`src/rtl/syscall_debug_port.sv`:
```
// Debug port that queues retired-syscall values and reports each one to an
// external monitor as a SETUP/HIGH/LOW handshake pulse on dbg_interrupt.
module syscall_debug_port #(
  parameter int DEPTH       = 4,
  parameter int HIGH_CYCLES = 2,
  parameter int LOW_CYCLES  = 2
) (
  input  logic        clk,
  input  logic        reset,
  input  logic        syscall_valid,
  input  logic [31:0] syscall_value,
  output logic        dbg_interrupt,
  output logic [31:0] dbg_value,
  output logic [4:0]  pending_count,
  output logic        overflow,
  output logic [31:0] event_count
);

  localparam int              PW        = $clog2(DEPTH);
  localparam logic [4:0]      DEPTH_C   = 5'(DEPTH);
  localparam logic [15:0]     HIGH_LAST = 16'(HIGH_CYCLES - 1);
  localparam logic [15:0]     LOW_LAST  = 16'(LOW_CYCLES - 1);

  typedef enum logic [1:0] {IDLE, SETUP, HIGH, LOW} state_e;

  state_e        state_q, state_d;
  logic [PW-1:0] wr_ptr_q, wr_ptr_d;
  logic [PW-1:0] rd_ptr_q, rd_ptr_d;
  logic [4:0]    count_q, count_d;
  logic [15:0]   cyc_q, cyc_d;
  logic [31:0]   value_q, value_d;
  logic [31:0]   events_q, events_d;
  logic          ovf_q, ovf_d;
  logic          irq_q;
  logic [31:0]   mem_q [DEPTH];

  logic full, pop, push;

  // A full queue still accepts a push when the head leaves in the same cycle.
  assign full = (count_q == DEPTH_C);
  assign pop  = (state_q == IDLE) && (count_q != 5'd0);
  assign push = syscall_valid && (!full || pop);

  always_comb begin
    // NOTE: every signal gets a default first so no path leaves it unassigned
    // (an unassigned path in always_comb infers a latch).
    state_d  = state_q;
    wr_ptr_d = wr_ptr_q;
    rd_ptr_d = rd_ptr_q;
    count_d  = count_q;
    cyc_d    = cyc_q;
    value_d  = value_q;
    events_d = events_q;
    ovf_d    = ovf_q;

    if (push) wr_ptr_d = wr_ptr_q + 1'b1;
    if (pop)  rd_ptr_d = rd_ptr_q + 1'b1;
    if (syscall_valid && full && !pop) ovf_d = 1'b1;

    case ({push, pop})
      2'b10:   count_d = count_q + 5'd1;
      2'b01:   count_d = count_q - 5'd1;
      default: count_d = count_q;
    endcase

    case (state_q)
      IDLE: begin
        if (pop) begin
          value_d = mem_q[rd_ptr_q];
          state_d = SETUP;
        end
      end
      SETUP: begin
        state_d  = HIGH;
        cyc_d    = 16'd0;
        events_d = events_q + 32'd1;
      end
      HIGH: begin
        if (cyc_q == HIGH_LAST) begin
          state_d = LOW;
          cyc_d   = 16'd0;
        end else begin
          cyc_d = cyc_q + 16'd1;
        end
      end
      LOW: begin
        if (cyc_q == LOW_LAST) state_d = IDLE;
        else                   cyc_d   = cyc_q + 16'd1;
      end
      default: state_d = IDLE;
    endcase
  end

  always_ff @(posedge clk) begin
    if (reset) begin
      state_q  <= IDLE;
      wr_ptr_q <= '0;
      rd_ptr_q <= '0;
      count_q  <= '0;
      cyc_q    <= '0;
      value_q  <= '0;
      events_q <= '0;
      ovf_q    <= 1'b0;
      irq_q    <= 1'b0;
    end else begin
      // NOTE: sequential state uses non-blocking assignments so every register
      // samples the pre-edge values regardless of statement order.
      state_q  <= state_d;
      wr_ptr_q <= wr_ptr_d;
      rd_ptr_q <= rd_ptr_d;
      count_q  <= count_d;
      cyc_q    <= cyc_d;
      value_q  <= value_d;
      events_q <= events_d;
      ovf_q    <= ovf_d;
      irq_q    <= (state_d == HIGH);
    end
  end

  // NOTE: queue storage is deliberately not reset; the pointers and count
  // define which entries are valid, so clearing the array buys nothing.
  always_ff @(posedge clk) begin
    if (push && !reset) mem_q[wr_ptr_q] <= syscall_value;
  end

  assign dbg_interrupt = irq_q;
  assign dbg_value     = value_q;
  assign pending_count = count_q;
  assign overflow      = ovf_q;
  assign event_count   = events_q;

endmodule

```
`config.mk`:
```
export PLATFORM = sky130hd
export DESIGN_NAME = syscall_debug_port
export DESIGN_NICKNAME = d
export VERILOG_FILES = /design/src/rtl/syscall_debug_port.sv
export SDC_FILE = /design/constraint.sdc
export NUM_CORES = 1
export LEC_CHECK = 0
export CORE_MARGIN = 5
export CORE_UTILIZATION = 60
export DETAILED_ROUTE_END_ITERATION = 8
export GPL_TIMING_DRIVEN = 0
export PLACE_DENSITY_LB_ADDON = 0.15
export SYNTH_ARGS = -nofsm -noshare
export SYNTH_HDL_FRONTEND = slang
export SYNTH_SLANG_ARGS = --single-unit
```
`constraint.sdc`:
```
create_clock -name clk -period 5.8 [get_ports clk]
set_input_delay 0.87 -clock clk [delete_from_list [all_inputs] [get_ports clk]]
set_output_delay 0.87 -clock clk [all_outputs]
set_load 0.1 [all_outputs]
```
# Word level (Yosys, flattened, before mapping)
# Memory sizes are Yosys's and may differ from the RTL's. A register that Yosys moved wholly into a read port is not among the register bits.
# Cells that the tools add are included.
dict set report totals {
  regBits 61
  ram_bits 128
  in_bits 35
  output_inout_bits 71
  word_cells 49
  memories 1
}
# name words width rd rd_clocked_by_memory_dff write_ports line_no
set memory_table {}
lappend memory_table {mem_q 4 32 1 1 1 35} ;# logic [31:0] mem_q [DEPTH];
dict set report classes {
  n_addsub 6
  eq_ne 9
  muxes 10
  n_reduce_logical 15
}
# op count
set op_table {}
lappend op_table {{one-hot mux 16 bit (3 select lines)} 1}
lappend op_table {{adder 32 x 1 -> 32 bit (second input constant)} 1}
lappend op_table {{two-way mux 16 bit} 2}
lappend op_table {{adder 16 x 1 -> 16 bit (second input constant)} 1}
lappend op_table {{== test 16 x 1 -> 1 bit (second input constant)} 1}
lappend op_table {{one-hot mux 5 bit (2 select lines)} 1}
lappend op_table {{== test 2 bit (second input constant)} 4}
lappend op_table {{one-hot mux 2 bit (4 select lines)} 1}
lappend op_table {{two-way mux 2 bit} 3}
lappend op_table {{adder 5 x 1 -> 5 bit (second input constant)} 1}
lappend op_table {{== test 5 x 3 -> 1 bit (second input constant)} 1}
lappend op_table {{logical AND 1 bit} 5}
lappend op_table {{nonzero test 5 bit} 1}
lappend op_table {{subtractor 5 x 1 -> 5 bit (second input constant)} 1}
lappend op_table {{adder 2 x 1 -> 2 bit (second input constant)} 2}
lappend op_table {{== test 2 x 1 -> 1 bit (second input constant)} 2}
lappend op_table {{AND reduction 2 bit} 2}
lappend op_table {{zero test 1 bit} 3}
lappend op_table {{nonzero test 3 bit} 1}
lappend op_table {{zero test 2 bit} 1}
lappend op_table {{two-way mux 1 bit} 2}
lappend op_table {{!= test 2 bit (second input constant)} 1}
lappend op_table {{nonzero test 2 bit} 1}
lappend op_table {{logical OR 1 bit} 1}

# Longest topological paths before layout
# Gate-level depths: netlist of the first run.
dict set report depth {
  word_depth 7
  depth_mapped 10
  ltp_nobuf 9
}

# Worst setup path before layout of the first run
# Ideal clock, no wire load.
dict set report synth_timing {
  path_type {register to register}
  startpoint {reg count_q[1] (netlist: pending_count[1])}
  endpoint {reg count_q[4] (netlist: pending_count[4])}
  setup_ns 0.121
  arrival_time_ns 3.072
  required_time_ns 5.679
  setup_slack_ns 2.607
  stages_incl_launch_ff 11
  path_buffers 1
  cell_sequence {dfxtp_1 > clkbuf_1 > nor4_4 > a21oi_1 > xor2_1 > ha_1 > or3_1 > a21oi_1 > mux2i_1 > a21oi_1 > mux2_2}
}
dict set report synth_between {
  elab_chain_len 6
}
# item line_no
set synth_rtl {}
lappend synth_rtl {{start, declared} 29} ;# logic [4:0] count_q, count_d;
lappend synth_rtl {{start signal, assigned} 111} ;# count_q <= count_d;
lappend synth_rtl {{== test 5 x 3 -> 1 bit or nonzero test 5 bit (tied branches)} {40, 41}}
lappend synth_rtl {{zero test 1 bit or logical AND 1 bit (tied branches)} {42, 41}}
lappend synth_rtl {{logical OR 1 bit} 42} ;# assign push = syscall_valid && (!full || pop);
lappend synth_rtl {{logical AND 1 bit} 42}
lappend synth_rtl {{== test 2 x 1 -> 1 bit or == test 2 bit (tied branches)} 60} ;# case ({push, pop})
lappend synth_rtl {{one-hot mux 5 bit (2 select lines) or nonzero test 2 bit (tied branches)} n/a}
# Parallel ways exist; a longest one is shown, timed or not.
# A chain may end at the register's enable or synchronous reset.

# Final worst setup path of the first run
dict set report layout_timing {
  startpoint {reg events_q[16] (netlist: event_count[16])}
  endpoint {out event_count[16]}
}
# item line_no
set layout_rtl {}
lappend layout_rtl {{start, declared} 32} ;# logic [31:0] events_q, events_d;
lappend layout_rtl {{start signal, assigned} 114} ;# events_q <= events_d;
lappend layout_rtl {{end, declared} 16} ;# output logic [31:0] event_count
# No word-level cell between the ends.

==> results of run 1 <==
[tightest hold or removal path: stages, from the launching register on]
cell and delay (ps):
dfxtp_1 310, nand2_1 50, a21oi_1 50
[per-stage QoR]
stage	worst slack, ps	instances	area [sq um]
after floorplan	2610	679	8810
after global placement	2330	967	10100
after detailed placement	2400	967	10100
after CTS	2720	1007	10800
after global routing	2680	1007	10800
final	2730	1007	10800
[metal layers]
| layer | global-route usage, % | part of all wire (%) | vias to the layer above |
|---|---|---|---|
| met1 | 28.7 | 39 | 2908 |
| met2 | 39.7 | 52 | 220 |
| met4 | 7.16 | 2.5 | 0 |
| li1 | - | - | 2767 |
| met3 | 4.82 | 6.5 | 45 |
| met5 | 0 | 0 | - |
[power by group through the flow]
stage	combinational, mW	sequential [mW]	clock [mW]
finish	2.34	1.97	1.47
detailed placement	2.32	2.00	0
floorplan	0.788	2.95	0
CTS	2.34	1.97	1.48
global placement	2.28	2.00	0
global route	2.46	1.99	1.56
[area by class of cell]
class                   instances  area share (%)
clock buffers                  28            5.38
multi-input cells             409            26.8
inverters                      10           0.346
clock inverters                12            1.54
flip-flops and latches        221            52.7
repair buffers                104            9.61
plain buffers                  39            1.54
well taps                     184            2.12
[placed cells by master, fill, tap and decap left out, types with 17 or more instances in the layout]
| master | count |
|---|---|
| clkbuf_16 | 22 |
| nor2_1 | 55 |
| edfxtp_1 | 128 |
| xor2_1 | 18 |
| clkbuf_1 | 34 |
| dfxtp_1 | 93 |
| a21oi_1 | 56 |
| mux4_2 | 32 |
| clkdlybuf4s50_1 | 104 |
| xnor2_1 | 17 |
| nand2_1 | 86 |
[sequential cells by signal, indices dropped and copies added (netlist names)]
name	count
state_q	2
overflow	1
dbg_value	32
cyc_q	16
rd_ptr_q	2
wr_ptr_q	2
dbg_interrupt	1
event_count	32
pending_count	5
mem_q	128
[synth_stat cells, drive strengths merged, types with 2 or more instances]
| library cell | instances |
|---|---|
| a21o | 2 |
| a21oi | 56 |
| a311oi | 2 |
| a31oi | 4 |
| a41oi | 4 |
| and2 | 4 |
| and3 | 7 |
| and4 | 5 |
| buf | 10 |
| clkbuf | 29 |
| dfxtp | 93 |
| edfxtp | 128 |
| ha | 9 |
| inv | 10 |
| mux2i | 3 |
| mux4 | 32 |
| nand2 | 86 |
| nand2b | 3 |
| nand3 | 15 |
| nand3b | 3 |
| nand4 | 15 |
| nand4b | 2 |
| nor2 | 55 |
| nor2b | 2 |
| nor3 | 9 |
| nor4 | 8 |
| o211a | 3 |
| o21ai | 13 |
| or2 | 4 |
| or3 | 10 |
| or4 | 7 |
| xnor2 | 17 |
| xor2 | 18 |
[cells by family after synthesis]
group           Yosys count  share of synthesized area (%)
simple gates            237                           13.4
mux                      36                           8.65
flops                   221                           64.8
buf+inv                  49                           2.31
fa+ha+maj                 9                           1.28
compound gates           92                           6.16
xor+xnor                 35                           3.48
[final timing paths]
path | to | slack [ps] | cells past startpoint
worst max-delay path | event_count[16] | 2730 | 1
worst min-delay path | dbg_value[9] | 460 | 2
worst max register to register | pending_count[4] | 2910 | 10
worst min register to register | dbg_value[9] | 460 | 2
==> summary.md, run 1 <==
| Metric | Value |
|---|---|
| Row cnt | `44` |
| Peak Freq | `326 MHz` |
| Die X | `131 um` |
| Via count | `approximately 5900` |
| Max incr delay on CP | `1210 ps` |
| Mapped Nets | `approximately 720` |
| RSZ-0062 raised after global routing | `false` |
| Area grow syn2layout | `23.0%` |
| Clk_skew | `12.7 ps` |
| Drt total wl | `between 15 and 20 mm` |
| Maximum VDD drop | `0.000542 V` |
| Seq cells post-synth | `221` |
| Setup Viol. Count Final | `0` |
| Remaining DRCs | `0` |
| Post-DP HPWL | `roughly 13 mm` |
| H-tree depth | `1` |
| GRT Total Usage | `22.8%` |
| Fraction of registers with async set/reset | `0%` |
| Io pins | `between 100 and 150` |
| Hold_buf cts | `0` |
| Layout cell share with drive strength beyond 1 | `10.3%` |
| Vias per inst | `a little under 6` |
| Crit Path Category | `reg -> out` |
| Multi-input logic area | `2910 sq um` |
| Top Family by Delay on Critical Path | `buffers and inverters` |
| Final Hold Fails | `0` |
| CORE AREA | `approximately 14000 sq um` |
| Crit path launch type | `register` |
| Setup TNS | `0 ps` |
| Final Cycle Share | `52.9%` |
| CP Capture Type | `output port` |
| Cell area after synthesis | `approximately 8800 sq um` |
| Reg area | `5710 sq um` |
| Maximum root-to-sink buffer count | `3` |
| Cell-internal power | `3.37 mW` |
| Num CTS Buffers | `22` |
| Wirelength per Cell | `19.7 um` |
| # diodes | `0` |
| Crit path arrival time | `2200 ps` |
| Sw power | `roughly 2.4 mW` |
| Worst Max-Slew Pin Slew | `1030 ps` |
| Hold Slack | `456 ps` |
| Chip height | `131 um` |
| Slowest cell on crit path | `clkdlybuf4s50_1` |
| Sequential area share after synthesis | `64.8%` |
| Clock insertion delay at the later pin of the skew report | `510 ps` |
| First-pass GRT wire length | `32.2 mm` |
| Largest area contributor in the netlist | `edfxtp_1` |
| Status | `finished clean` |
| Ranking of synthesized cells by area | `edfxtp_1, dfxtp_1, mux4_2` |
| Global placer's final weighted congestion | `between 0.8 and 0.9` |
| Max-cap violations | `0` |
| Sw frac | `41.7%` |
| Fin nets | `851` |
| Max_slew headroom | `about a third` |
| Port buffer count | `104` |
| Post-DRT Antenna Nets | `0` |
| Grt total ovfl | `0` |
| Drt initial violations | `504` |
| Yosys top cell area share | `approximately 44%` |
| CTS clk-pin slew, worst paths | `60 ps` |
| Filler cells | `approximately 920` |
| Post-CTS Setup Bufs | `0` |
| CP required | `between 4000 and 5000 ps` |
| CP Launch Point | `event_count[16]` |
| Flop pwr share | `between 30% and 40%` |
| Vias in the first global route | `6130` |
| Avg Inst Size Synth | `13.0 sq um` |
| Cells after synthesis | `between 600 and 700` |
| LEAKAGE | `about 3.6 nW` |
| Root Driver | `clkbuf_16` |
| Max FO, Critical Path | `7` |
| CP Buf/Inv Count | `1` |
| Utilization after layout | `roughly three quarters` |
| Initial core utilization | `60.9%` |
| Clock power share | `25.4%` |
| Largest net degree at the start of global routing | `33` |
| Initial antenna violation count | `0` |
| Hold Crit Start | `dbg_value[9]` |
| Total die area | `17200 sq um` |
| Ys flop type | `edfxtp_1` |
| Initial DRT Pass Iterations | `5` |
| CTS resizes | `0` |
| Launching point of the worst reg2reg path | `pending_count[1]` |
| Post-synth EDFFs | `around 130` |
| Comb power frac | `between 40% and 50%` |
| Critical Path, Cell by Cell | `clkdlybuf4s50_1` |
| Minimum clock period | `just over 3000 ps` |
| Overall power | `5.78 mW` |
| Fin. max-slew vios | `0` |
| Min-delay worst type | `reg -> reg` |
| Pwr per Cell Area | `533 nW/um^2` |
| Clk sink count | `221` |
| Netlist cell types | `53` |
| Yosys warning count | `0` |
| CTS tree | `yes` |
(Power assumes the default switching activity.)
==> run 2: changes to the inputs <==
CORE_UTILIZATION = 50   (was 60)
clock period = 2.7 ns   (was 5.8 ns; I/O delays follow)
==> summary.md, run 2 (synthesis results as in run 1) <==
| Metric | Value |
|---|---|
| Layout cell share with drive strength beyond 1 | `12.9% (+2.6 points)` |
| CORE AREA | `17300 sq um (+19%)` |
| Post-DRT Antenna Nets | `0 (unchanged)` |
| Setup ws final | `114 ps (-2620 ps)` |
| Clk sink count | `221 (unchanged)` |
| Vias in the first global route | `5777 (-5.8%)` |
| Maximum VDD drop | `0.00102 V (+88%)` |
| Crit path arrival time | `2980 ps (+780 ps)` |
| Global placer's final weighted congestion | `0.842 (-3.6%)` |
| Largest register FFs | `128 (unchanged)` |
| LEAKAGE | `3.68 nW (+1.7%)` |
| Clk_skew | `12.8 ps (+0.0865 ps)` |
| Drt initial violations | `450 (-11%)` |
| Most frequent cells in the layout | `edfxtp_1, clkdlybuf4s50_1, nand2_1, dfxtp_1, nor2_1` |
| CTS clk-pin slew, worst paths | `60 ps (about the same)` |
| Max FO, Critical Path | `10 (+3)` |
| Slowest cell on crit path | `or3_4` |
| Setup Viol. Count Final | `0 (unchanged)` |
| CP required | `3090 ps (-1840 ps)` |
| Total die area | `20400 sq um (+18%)` |
| Max-cap violations | `0 (unchanged)` |
| Drt total wl | `18.9 mm (-4.6%)` |
| CP Buf/Inv Count | `1 (unchanged)` |
| GRT Total Usage | `18.5% (-4.3 points)` |
| Initial antenna violation count | `0 (unchanged)` |
| Min-delay worst type | `in -> reg` |
| Fin. max-slew vios | `0 (unchanged)` |
| Utilization after layout | `63.9% (-11 points)` |
| Area grow syn2layout | `25.4%` |
| Fin nets | `855 (+0.47%)` |
| Remaining DRCs | `0 (unchanged)` |
| Most common cell after layout, fill and taps aside | `edfxtp_1` |
| Max_slew headroom | `30.7% (-0.59 points)` |
| Setup Slack @ Placement | `-294 ps (-2690 ps)` |
| Setup TNS | `0 ps (unchanged)` |
| Most flops, register | `mem_q` |
| Post-route cell area | `11000 sq um (+2.0%)` |
| Post-DP HPWL | `12.4 mm (-3.4%)` |
| Final Hold Fails | `0 (unchanged)` |
| CTS tree | `yes` |
| Grt total ovfl | `0 (unchanged)` |
| Peak Freq | `roughly 390 MHz` |
| Port buffer count | `104 (unchanged)` |
| Critical Path, Cell by Cell | `buf_2 -> or3_4 -> a21oi_4 -> xor2_1 -> ha_2 -> or3_1 -> a21oi_1 -> mux2i_1 -> a21oi_2 -> mux2_2` |
| Io pins | `106 (unchanged)` |
| Die X | `143 um (+8.8%)` |
| Worst Max-Slew Pin Slew | `1040 ps (+8.86 ps)` |
| Status | `finished clean` |
| Root Driver | `clkbuf_16` |
| Row cnt | `48 (+9.1%)` |
| Initial core utilization | `50.9% (-9.9 points)` |
| Largest net degree at the start of global routing | `33 (unchanged)` |
| Minimum clock period | `2590 ps` |
| Wirelength per Cell | `17.9 um (-8.8%)` |
| Max incr delay on CP | `440 ps (-770 ps)` |
| Filler cells | `1274 (+39%)` |
| Clock insertion delay at the later pin of the skew report | `510 ps (about the same)` |
| Maximum root-to-sink buffer count | `3 (unchanged)` |
| Vias per inst | `5.48 (-7.1%)` |
| Crit Path Category | `reg -> reg` |
| Crit path launch type | `register` |
| H-tree depth | `1 (unchanged)` |
| Top Family by Delay on Critical Path | `simple AND/OR/NAND/NOR gates` |
| Via count | `5768 (-2.9%)` |
| Post-DP Area | `10200 sq um (+0.86%)` |
| Initial DRT Pass Iterations | `4 (-1)` |
| CP Capture Type | `register` |
| Final Cycle Share | `95.8%` |
| # diodes | `0 (unchanged)` |
| Pwr per Cell Area | `1150 nW/um^2 (+120%)` |
| Chip height | `143 um (+8.8%)` |
| Num CTS Buffers | `23 (+4.5%)` |
| First-pass GRT wire length | `30.2 mm (-6.2%)` |
[run 2: cell count changes in the layout (fill, tap and decap cells not counted), moves of 3 or more]
cell / delta
dfxtp_2: +5
clkinv_1: -4
dfxtp_1: -7
a21oi_1: -3
[run 2: tightest hold or removal path: cells and delay by family]
family	cells	cell delay, ps
simple gates	1	50
buf+inv	1	180
compound gates	1	220
[run 2: worst paths after layout]
path            startpoint  slack (ps)  cells after the start                to
min reg2reg  dbg_value[12]         460                      2     dbg_value[12]
min          syscall_valid         400                      3          overflow
max             state_q[0]         110                     10  pending_count[4]
max reg2reg     state_q[0]         110                     10  pending_count[4]
[run 2: per-stage QoR]
stage | hold slack (ps) | cells | total power [mW]
final | 398 | 1053 | 12.7
after floorplan | 468 | 679 | 8.04
after CTS | 387 | 1051 | 12.8
after global placement | 443 | 1008 | 9.22
after detailed placement | 451 | 1009 | 9.31
after global routing | 437 | 1053 | 13.3
[run 2: final cells by class]
class | instances | area (sq um) | share of cell area, %
clock buffer | 31 | 636 | 5.75
multi-input combinational | 409 | 2930 | 26.5
clock inverter | 11 | 198 | 1.79
tap | 225 | 282 | 2.55
buffer | 39 | 168 | 1.52
inverter | 10 | 37.5 | 0.340
timing repair buffer | 107 | 1080 | 9.74
sequential | 221 | 5720 | 51.8
[run 2: power breakdown]
group / leakage [nW] / switching (mW) / internal, mW / total [mW]
Clock: 0.403 / 1.28 / 2.14 / 3.42
Sequential: 1.92 / 0.253 / 4.00 / 4.25
Combinational: 1.35 / 3.64 / 1.39 / 5.03
[run 2: metal layers]
layer	track usage, %	part of all wire (%)	wire length (um)	vias up
met4	4.10	1.2	228	0
met5	0	0	0	-
met3	3.48	6.0	1130	19
li1	-	-	-	2773
met2	33.2	53	9920	144
met1	23.3	40	7600	2832
[run 2: timing repair]
action,CTS,global route
hold buffers,0,0
gates resized for setup,4,3
pin swaps,2,1
setup endpoints to repair,97,104
buffers inserted,0,2
==> run 3: changes to the inputs <==
ABC_CLOCK_PERIOD_IN_PS = 2700   (was unset)
CORE_UTILIZATION = 25   (was 50)
==> summary.md, run 3 (synthesis results as in run 1) <==
| Metric | Value |
|---|---|
| Most common cell after layout, fill and taps aside | `edfxtp_1` |
| Max_slew headroom | `27.9% (-2.9 points)` |
| CTS clk-pin slew, worst paths | `60 ps (about the same)` |
| Max incr delay on CP | `1190 ps (+750 ps)` |
| Maximum root-to-sink buffer count | `3 (unchanged)` |
| Final Hold Fails | `0 (unchanged)` |
| Dpl cells | `1242 (+23%)` |
| Row cnt | `68 (+42%)` |
| Crit path launch type | `register` |
| Peak Freq | `389 MHz (+0.63%)` |
| GRT busiest layer | `met2` |
| Most flops, register | `mem_q` |
| CORE AREA | `34600 sq um (+100%)` |
| Minimum clock period | `2570 ps (-16.1 ps)` |
| Overall power | `13.2 mW (+4.2%)` |
| Slowest cell on crit path | `clkdlybuf4s50_1` |
| Initial antenna violation count | `4 (+4)` |
| CP Capture Type | `output port` |
| Largest register FFs | `128 (unchanged)` |
| Grt total ovfl | `0 (unchanged)` |
| Area grow syn2layout | `30.9%` |
| Hold Crit Depth | `3 (unchanged)` |
| Critical Path, Cell by Cell | `clkdlybuf4s50_1` |
| Final Non-Filler Cells | `1293 (+23%)` |
| Setup Viol. Count Final | `0 (unchanged)` |
| Die X | `198 um (+39%)` |
| Critical Path Stages | `1 (-9)` |
| H-tree depth | `1 (unchanged)` |
| Port buffer count | `104 (unchanged)` |
| Min-delay worst type | `in -> reg` |
| Chip height | `198 um (+39%)` |
| Worst R2R Path Depth | `10 (unchanged)` |
| Crit path arrival time | `2170 ps (-810 ps)` |
| LEAKAGE | `3.76 nW (+2.2%)` |
| First-pass GRT wire length | `35.2 mm (+17%)` |
| Capture point of the worst reg-to-reg path | `pending_count[4]` |
| Hold_buf cts | `0 (unchanged)` |
| Largest net degree at the start of global routing | `27 (-18%)` |
| Clk sink count | `221 (unchanged)` |
| Worst R2R Setup Slack | `170 ps (+60 ps)` |
| Global placer's final weighted congestion | `0.741 (-12%)` |
| Grt met1 use | `15.7% (-7.7 points)` |
| Vias per inst | `4.48 (-18%)` |
| Setup TNS | `0 ps (unchanged)` |
| Max FO, Critical Path | `6 (-4)` |
| Fin. max-slew vios | `0 (unchanged)` |
| Status | `finished clean` |
| CP Buf/Inv Count | `1 (unchanged)` |
| M2 GR Usage | `18.2% (-15 points)` |
| CP required | `2300 ps (-790 ps)` |
| Worst Max-Slew Pin Slew | `1080 ps (+43.3 ps)` |
| GRT Total Usage | `11.4% (-7.1 points)` |
| Root Driver | `clkbuf_16` |
| # diodes | `0 (unchanged)` |
| Post-DP HPWL | `15.1 mm (+22%)` |
| CTS tree | `yes` |
| CP Launch Point | `event_count[25]` |
| Final Cycle Share | `95.2% (-0.60 points)` |
| Met3 global-route usage | `2.76% (-0.73 points)` |
| Drt total wl | `22.5 mm (+19%)` |
| Wirelength per Cell | `17.4 um (-3.1%)` |
| Drt initial violations | `310 (-31%)` |
| Num CTS Buffers | `26 (+13%)` |
| Max-cap violations | `0 (unchanged)` |
| Pwr per Cell Area | `1150 nW/um^2 (-0.23%)` |
| RSZ-0062 raised after global routing | `false` |
| Launching point of the worst reg2reg path | `pending_count[1]` |
| Hold Crit Endpoint | `overflow` |
| Initial core utilization | `25.4% (-25 points)` |
| Top Family by Delay on Critical Path | `buffers and inverters` |
| Most frequent cells in the layout | `edfxtp_1, clkdlybuf4s50_1, nand2_1, dfxtp_1, nor2_1` |
| Io pins | `106 (unchanged)` |
| Fin nets | `862 (+0.82%)` |
| Via count | `5792 (+0.42%)` |
| Vias in the first global route | `5870 (+1.6%)` |
| Layout cell share with drive strength beyond 1 | `14.4% (+1.5 points)` |
| Clk_skew | `11.7 ps (-1.13 ps)` |
| Clock insertion delay at the later pin of the skew report | `540 ps (+30 ps)` |
| Hold Crit Start | `syscall_valid` |
| Maximum VDD drop | `0.000723 V (-29%)` |
| Total die area | `39100 sq um (+92%)` |
| Remaining DRCs | `0 (unchanged)` |
| Post-DRT Antenna Nets | `0 (unchanged)` |
| Initial DRT Pass Iterations | `4 (unchanged)` |
| Hold Slack | `381 ps (-17.4 ps)` |
| Crit Path Category | `reg -> out` |
[run 3: how the worst max path moves through the flow]
stage / to
5_1_grt: pending_count[4]
2_1_floorplan: pending_count[4]
4_1_cts: pending_count[4]
6_report: event_count[25]
3_3_place_gp: mem_q[0][22]
3_5_place_dp: pending_count[4]
[run 3: stage by stage]
stage                     util (%)  worst slack [ps]  cell area (sq um)
after CTS                     33.2              14.1              11500
final                         33.3               130              11500
after global routing          33.3              7.97              11500
after floorplan                  -              5.19               8830
after global placement        30.1              -647              10400
after detailed placement      30.4              -283              10500
[run 3: cell type report]
cell class                      count  area (sq um)
Inverter                           10          37.5
Sequential cell                   221          5720
Clock buffer                       29           692
Multi-Input combinational cell    409          2930
Fill cell                        3451         23100
Buffer                             38           166
Clock inverter                     19           260
Tap cell                          455           569
Timing Repair Buffer              112          1160
[run 3: power breakdown]
part / leakage, nW / internal [mW] / switching (mW)
sequential: 1.92 / 4.00 / 0.246
clock: 0.448 / 2.34 / 1.47
combinational: 1.39 / 1.42 / 3.76
total: 3.76 / 7.75 / 5.48
[run 3: metal layers]
metal | up-vias | wire (um)
met4 | 8 | 495
met1 | 2807 | 10600
met2 | 140 | 10100
met5 | - | 55
met3 | 40 | 1150
li1 | 2797 | -
[run 3: what timing repair did]
item                                    in CTS  in global routing
pin swaps                                    3                  1
hold endpoints to repair                     0                  0
endpoints found under the setup margin       3                 87
gates resized for setup                      5                  3
buffers inserted                             0                  4
